===== src/rtl/jtvigil_pcm_fetch_if.sv =====
// PCM sample request port and SDRAM ROM read port of the PCM fetcher.
interface jtvigil_pcm_fetch_if #(
    parameter int AW = 16,
    parameter int DW = 8
);
    logic          pcm_cs;
    logic [AW-1:0] pcm_addr;
    logic [DW-1:0] pcm_data;
    logic          pcm_ok;
    logic          sdram_cs;
    logic [AW-1:0] sdram_addr;
    logic [DW-1:0] sdram_data;
    logic          sdram_ok;

    // Fetcher side: serves PCM sample requests, issues SDRAM reads
    modport slave (
        input  pcm_cs, pcm_addr, sdram_data, sdram_ok,
        output pcm_data, pcm_ok, sdram_cs, sdram_addr
    );

    // Environment side: sound subsystem plus SDRAM ROM slot
    modport master (
        output pcm_cs, pcm_addr, sdram_data, sdram_ok,
        input  pcm_data, pcm_ok, sdram_cs, sdram_addr
    );
endinterface


===== src/rtl/jtvigil_pcm_fetch.sv =====
// PCM sample fetcher: turns PCM address changes into SDRAM ROM reads and
// keeps a one-byte prefetch of the next sequential sample.
module jtvigil_pcm_fetch #(
    parameter int AW = 16,
    parameter int DW = 8
) (
    input  logic               clk,
    input  logic               rst,
    jtvigil_pcm_fetch_if.slave bus
);
    typedef enum logic [1:0] {
        IDLE,
        FETCH,
        PREF
    } state_t;

    state_t        state;
    logic [AW-1:0] cur_addr;
    logic [AW-1:0] buf_addr;
    logic [AW-1:0] req_addr;
    logic [DW-1:0] data;
    logic [DW-1:0] buf_data;
    logic          cur_valid;
    logic          buf_valid;
    logic          ok_reg;
    logic          req;
    logic          miss;
    logic          hit;

    assign miss = bus.pcm_cs & (~cur_valid | (bus.pcm_addr != cur_addr));
    assign hit  = buf_valid & (buf_addr == bus.pcm_addr);

    // ok is qualified by the live address so it falls in the same cycle the
    // address moves away from the byte held in pcm_data
    assign bus.pcm_ok     = ok_reg & bus.pcm_cs & (bus.pcm_addr == cur_addr);
    assign bus.pcm_data   = data;
    assign bus.sdram_cs   = req;
    assign bus.sdram_addr = req_addr;

    // Request sequencer: demand fetch, next-byte prefetch and buffer hits
    always_ff @(posedge clk or posedge rst) begin
        if (rst) begin
            state     <= IDLE;
            cur_addr  <= '0;
            buf_addr  <= '0;
            req_addr  <= '0;
            data      <= '0;
            buf_data  <= '0;
            cur_valid <= 1'b0;
            buf_valid <= 1'b0;
            ok_reg    <= 1'b0;
            req       <= 1'b0;
        end else begin
            case (state)
                IDLE: begin
                    if (miss) begin
                        if (hit) begin
                            cur_addr  <= bus.pcm_addr;
                            data      <= buf_data;
                            cur_valid <= 1'b1;
                            ok_reg    <= 1'b1;
                            buf_valid <= 1'b0;
                        end else begin
                            // a non-sequential jump makes the buffered byte
                            // useless; dropping it lets the new stream prefetch
                            ok_reg    <= 1'b0;
                            buf_valid <= 1'b0;
                            req       <= 1'b1;
                            req_addr  <= bus.pcm_addr;
                            state     <= FETCH;
                        end
                    end else if (bus.pcm_cs && !buf_valid) begin
                        req      <= 1'b1;
                        req_addr <= cur_addr + AW'(1);
                        state    <= PREF;
                    end
                end
                FETCH: begin
                    if (bus.sdram_ok) begin
                        data      <= bus.sdram_data;
                        cur_addr  <= req_addr;
                        cur_valid <= 1'b1;
                        ok_reg    <= 1'b1;
                        req       <= 1'b0;
                        state     <= IDLE;
                    end
                end
                PREF: begin
                    if (bus.sdram_ok) begin
                        buf_data  <= bus.sdram_data;
                        buf_addr  <= req_addr;
                        buf_valid <= 1'b1;
                        req       <= 1'b0;
                        state     <= IDLE;
                    end
                end
                default: begin
                    req   <= 1'b0;
                    state <= IDLE;
                end
            endcase
        end
    end
endmodule


===== src/flat_wrapper.sv =====
// flat-port wrapper written by rule: the top's interface ports become plain ports
module jtvigil_pcm_fetch_flat 
#(
    parameter int AW = 16,
    parameter int DW = 8
)
  (clk, rst, bus_pcm_cs, bus_pcm_addr, bus_sdram_data, bus_sdram_ok, bus_pcm_data, bus_pcm_ok, bus_sdram_cs, bus_sdram_addr);
  jtvigil_pcm_fetch_if #(.AW(AW), .DW(DW)) bus_i ();
  input  logic clk;
  input  logic rst;
  input wire logic [$bits(bus_i.pcm_cs)-1:0] bus_pcm_cs;
  input wire logic [$bits(bus_i.pcm_addr)-1:0] bus_pcm_addr;
  input wire logic [$bits(bus_i.sdram_data)-1:0] bus_sdram_data;
  input wire logic [$bits(bus_i.sdram_ok)-1:0] bus_sdram_ok;
  output wire logic [$bits(bus_i.pcm_data)-1:0] bus_pcm_data;
  output wire logic [$bits(bus_i.pcm_ok)-1:0] bus_pcm_ok;
  output wire logic [$bits(bus_i.sdram_cs)-1:0] bus_sdram_cs;
  output wire logic [$bits(bus_i.sdram_addr)-1:0] bus_sdram_addr;
  assign bus_i.pcm_cs = bus_pcm_cs;
  assign bus_i.pcm_addr = bus_pcm_addr;
  assign bus_i.sdram_data = bus_sdram_data;
  assign bus_i.sdram_ok = bus_sdram_ok;
  assign bus_pcm_data = bus_i.pcm_data;
  assign bus_pcm_ok = bus_i.pcm_ok;
  assign bus_sdram_cs = bus_i.sdram_cs;
  assign bus_sdram_addr = bus_i.sdram_addr;
  jtvigil_pcm_fetch #(.AW(AW), .DW(DW)) u_core (.clk(clk), .rst(rst), .bus(bus_i));
endmodule

===== config.mk =====
export PLATFORM = sky130hd
export DESIGN_NAME = jtvigil_pcm_fetch_flat
export DESIGN_NICKNAME = d
export VERILOG_FILES = /design/src/rtl/jtvigil_pcm_fetch_if.sv /design/src/rtl/jtvigil_pcm_fetch.sv /design/src/flat_wrapper.sv
export SDC_FILE = /design/constraint.sdc
export NUM_CORES = 1
export LEC_CHECK = 0
export BUFFER_PORTS_ARGS = -buffer_cell sky130_fd_sc_hd__buf_2
export CORE_ASPECT_RATIO = 2
export CORE_UTILIZATION = 45
export CTS_CLUSTER_SIZE = 20
export DETAILED_ROUTE_END_ITERATION = 7
export GPL_TIMING_DRIVEN = 0
export PLACE_DENSITY = 0.62
export SLEW_MARGIN = 20
export SYNTH_ARGS = -nofsm -noshare
export SYNTH_HDL_FRONTEND = slang
export SYNTH_SLANG_ARGS = --single-unit
export TNS_END_PERCENT = 20

===== constraint.sdc =====
create_clock -name clk -period 3.1 [get_ports clk]
set_input_delay 0.62 -clock clk [delete_from_list [all_inputs] [get_ports clk]]
set_output_delay 0.62 -clock clk [all_outputs]
set_load 0.01 [all_outputs]

# Yosys cells after proc, flatten, opt, wreduce, memory -nomap -nowiden
# Index checks and enable logic that the tools add are counted.
[word_totals]
regBits = 70
output_inout_bits = 26
[classes]
addsub = 1
eq_ne = 13
n_mux = 30
bitwise_logic = 6
reduce_logical = 13
[ops]
columns = ["cell", "count"]
rows = [
  ["2-to-1 mux 16 bit", 6],
  ["equality test 16 bit", 2],
  ["case mux 16 bit (2 select lines)", 1],
  ["2-to-1 mux 8 bit", 3],
  ["adder 16 x 1 -> 16 bit, second input constant", 1],
  ["!= test 16 bit", 1],
  ["case mux 8 bit (2 select lines)", 1],
  ["AND reduction 3 bit", 4],
  ["2-to-1 mux 1 bit", 10],
  ["2-to-1 mux 2 bit", 4],
  ["case mux 1 bit (2 select lines)", 4],
  ["!= test 2 x 1 -> 1 bit, second input constant", 3],
  ["!= test 2 bit, second input constant", 3],
  ["nonzero test 2 bit", 3],
  ["bitwise AND 1 bit", 4],
  ["case mux 2 bit (2 select lines)", 1],
  ["AND reduction 4 bit", 1],
  ["!= test 3 x 1 -> 1 bit, second input constant", 1],
  ["!= test 3 bit, second input constant", 1],
  ["equality test 2 x 1 -> 1 bit, second input constant", 1],
  ["equality test 2 bit, second input constant", 1],
  ["zero test 2 bit", 1],
  ["AND reduction 2 bit", 1],
  ["OR reduction 2 bit", 1],
  ["other kinds (4)", 4],
]

# Depth between registers and ports, before layout
[depth]
ltp_word = 5
depth_mapped = 8
mapped_depth_nobuf = 7

# Worst setup path after synthesis
# Ideal clock, no wire load.
[synth_path]
path_kind = "input-to-reg"
startpoint = "input bus_pcm_addr[7]"
endpoint = "register u_core.cur_addr[10]"
setup_time_ns = 0.125
arrival_time_ns = 2.223
setup_slack_ns = 0.752
path_stages = 7
cell_sequence = "xor2_1 > nor4_1 > nand3_1 > or3_4 > o21ai_4 > buf_6 > mux2_2"
[synth_via]
elab_chain_cells = 5
word_cells_on_any_way = 8
[synth_rtl]
columns = ["element", "line_no", "rtl"]
rows = [
  ["start, declared", "flat_wrapper.sv:12", "input wire logic [$bits(bus_i.pcm_addr)-1:0] bus_pcm_addr;"],
  ["!= test 16 bit", "jtvigil_pcm_fetch.sv:30", "assign miss = bus.pcm_cs & (~cur_valid | (bus.pcm_addr != cur_addr));"],
  ["bitwise OR 1 bit", "jtvigil_pcm_fetch.sv:30", ""],
  ["bitwise AND 1 bit", "jtvigil_pcm_fetch.sv:30", ""],
  ["!= test 2 x 1 -> 1 bit (no source line)", "n/a", ""],
  ["AND reduction 4 bit (no source line) (*)", "n/a", ""],
  ["end signal, assigned", "jtvigil_pcm_fetch.sv:58", "cur_addr <= bus.pcm_addr;"],
  ["end signal, assigned", "jtvigil_pcm_fetch.sv:81", "cur_addr <= req_addr;"],
  ["end, declared", "jtvigil_pcm_fetch.sv:18", "logic [AW-1:0] cur_addr;"],
]
# Every way passes the cells marked *; elsewhere a longest branch is shown, timed or not.
# A chain may end at the register's enable or synchronous reset.

# Final worst setup path
[layout_path]
startpoint = "register u_core.cur_addr[11]"
endpoint = "output bus_pcm_ok"
[layout_via]
elab_chain_cells = 2
[layout_rtl]
columns = ["element", "line_no", "rtl"]
rows = [
  ["equality test 16 bit", "jtvigil_pcm_fetch.sv:35", "assign bus.pcm_ok = ok_reg & bus.pcm_cs & (bus.pcm_addr == cur_addr);"],
  ["bitwise AND 1 bit", "jtvigil_pcm_fetch.sv:35", ""],
  ["end, declared", "flat_wrapper.sv:16", "output wire logic [$bits(bus_i.pcm_ok)-1:0] bus_pcm_ok;"],
]
# No other way between the ends.

==> flow_summary.toml <==
[run_status]
outcome = "finished, final reports clean"

[sta]
period_needed_ns = 2.89
timing.slew.headroom_pct = 47.3
rsz0062_at_grt = "false"
tightestPinTransition_ns = 0.790
max_freq_mhz = 347
layout_worst_path_cycle_share_pct = 93.1
hold_violations = 0
setup_ws_ns = 0.215
slew_violations = 0
setup_viol = 0
finClkSkew_ns = 0.00595

[critical_path]
ff2ff_path_depth = 7
cp-startpoint = "u_core.cur_addr[11]"
crit_path_end_kind = "output pin"
r2r-end = "u_core.bus.sdram_addr[8]"
endpoint = "bus_pcm_ok"
cp-start-kind = "flop"
cp_max_fo = 5
r2r_start = "u_core.cur_addr[11]"
r2r_slack_ns = 0.26
worst_ep_arrival_time_ns = 2.27
required_ns = 2.48
path_class = "flop to output pin"

[yosys]
ys_ff_latch = 70
syn-num-nets = 342
ys.flop_type = "dfrtp_1"
ys_seq_area_share_pct = 45.1
synth.distinct_cells = 38
syn_area_um2 = 3880
yosys_warnings = 0
avgSynthCellArea_um2 = 12.5
synth-edff-count = 0
syn_inst = 310
synthArstFlopShare_pct = 100

[clock_tree]
cts_setup_buffers = 0
clkTransAtPathRegs_ns = 0.06
cts_root_buf = "clkbuf_16"
cts_resized = 0
cts_hold_buf = 0
cts.sinks = 70
cts.path.max_buffers = 2
h-tree-depth = 3
clk_latency_ns = 0.33
cts_tree = "built"
cts_buffers = 9

[floorplanning]
die_h_um = 133
ios = 54
rows = 47
chipWidth_um = 67.7
die_area_um2 = 9030
start_util_pct = 46.8
core_um2 = 8290

[placed_design]
portBuffers = 53
dp_hpwl_um = 6420
dp_worst_setup_slack_ns = -0.0423
gp_congestion = 0.753

[final_layout]
post-route-util_pct = 56.4
multi_input_area_um2 = 2020
seq_area_um2 = 1750
diodes = 0
area_delta_synth_final_pct = 20.3
fill_cells = 688
drive_above_1_share_pct = 48.9
nNetsFinal = 407

[routing]
ant_nets = 0
wire_per_inst_um = 18.0
wirelength_um = 8620
route.vias.total = 2578
drcViolationCount = 0
viasPerCell = 5.39
drtIter0Drc = 101
firstDrtPassIters = 4

[power]
total_power_uw = 4230
power.density_nw_per_um2 = 905
p_leak_uw = 0.00219
vdd_drop_max_mv = 0.542

[worst_hold_path]
min_path_type = "primary input to async pin"

[global_route]
grt.overflow.total = 0
grt_start_max_net_pins = 55
grt_pass1_wl_um = 14100
antenna_found_initial = 0
grt_pass1_vias = 2706
gr-usage-all-layers_pct = 21.8

[flow_run]
maxCapViolCount = 0
==> cells by family (layout without fill, tap and decap cells) <==
logic type / count (synthesis) / in the layout / synth area share, %
muxes: 106 / 106 / 30.6
DFF: 70 / 70 / 45.1
and+or+nand+nor: 48 / 48 / 6.60
xor gates and xnor gates: 46 / 46 / 10.4
buffers and inverters: 22 / 92 / 3.00
AOI/OAI and AO/OA: 14 / 14 / 3.00
adders and majority gates: 4 / 4 / 1.29
==> power by group <==
group / internal [uW] / switching (uW) / leakage (uW) / total [uW]
clock network: 887 / 392 / 0.000179 / 1280
logic: 822 / 656 / 0.00112 / 1480
registers: 1200 / 276 / 0.000895 / 1470
==> synth_stat cells (3+ instances only) <==
library cell	number	area share (%)
a21oi_1	4	0.52
buf_6	3	0.87
clkbuf_1	5	0.48
dfrtp_1	70	45
ha_1	4	1.3
inv_1	8	0.77
mux2_2	102	30
mux2i_1	3	0.77
nand2_1	10	0.97
nand3_1	7	0.90
nand4_1	6	0.97
nor2_1	9	0.87
nor4_1	5	0.81
xnor2_1	24	5.4
xor2_1	22	5.0
==> cells in the final DEF (no fill, tap or decap), types with 2 or more instances in the layout <==
| cell type | count |
|---|---|
| a21oi_1 | 4 |
| and4_1 | 2 |
| buf_2 | 55 |
| buf_4 | 2 |
| buf_6 | 3 |
| bufinv_16 | 4 |
| clkbuf_1 | 5 |
| clkbuf_16 | 9 |
| dfrtp_1 | 70 |
| ha_1 | 4 |
| inv_1 | 7 |
| mux2_2 | 102 |
| mux2i_1 | 3 |
| nand2_1 | 10 |
| nand3_1 | 7 |
| nand4_1 | 6 |
| nor2_1 | 9 |
| nor3_1 | 2 |
| nor4_1 | 5 |
| o21ai_0 | 2 |
| xnor2_1 | 24 |
| xor2_1 | 22 |
==> per-stage QoR <==
stage	std cells	TNS [ns]	area, um2	hold slack [ns]
4_1_cts	478	0	4670	0.215
3_5_place_dp	462	-0.289	4300	0.490
2_1_floorplan	310	0	3880	0.468
5_1_grt	478	0	4670	0.237
3_3_place_gp	461	-19.47	4270	0.483
6_report	478	0	4670	0.218
==> routing by layer <==
metal  share of wire (%)  track usage [%]  routed length, um  vias to the layer above
met5                   0                0                  0                        -
met4                 2.8             9.46                243                        0
met3                 3.2             5.22                280                       13
met2                  55             37.3               4750                       53
met1                  39             24.6               3350                     1279
li1                    -                -                  -                     1233
==> worst min-delay path by stage <==
stage	startpoint	end	slack, ns	cells past startpoint
finish	rst	u_core.buf_addr[5]	0.22	2
global route	rst	u_core.buf_addr[5]	0.24	2
CTS	rst	u_core.buf_addr[5]	0.22	2
detailed placement	u_core.bus.pcm_data[1]	u_core.bus.pcm_data[1]	0.49	1
global placement	u_core.buf_data[6]	u_core.buf_data[6]	0.48	1
floorplan	u_core.cur_valid	u_core.cur_valid	0.47	2
==> worst max-delay path, cell delays in order, from the launching register on <==
cell,delay [ns]
dfrtp_1,0.44
xnor2_1,0.31
nand4_1,0.17
nor4_1,0.65
and3_1,0.24
buf_2,0.12
==> area by class of cell <==
cell class / instances / share of cell area [%]
inverters: 8 / 0.696
multi-input cells: 218 / 43.1
flip-flops and latches: 70 / 37.5
plain buffers: 14 / 1.85
clock buffers: 10 / 5.11
repair buffers: 54 / 6.27
well taps: 98 / 2.62
clock inverters: 6 / 2.84
No activity file was read; power rests on OpenSTA's default activity.
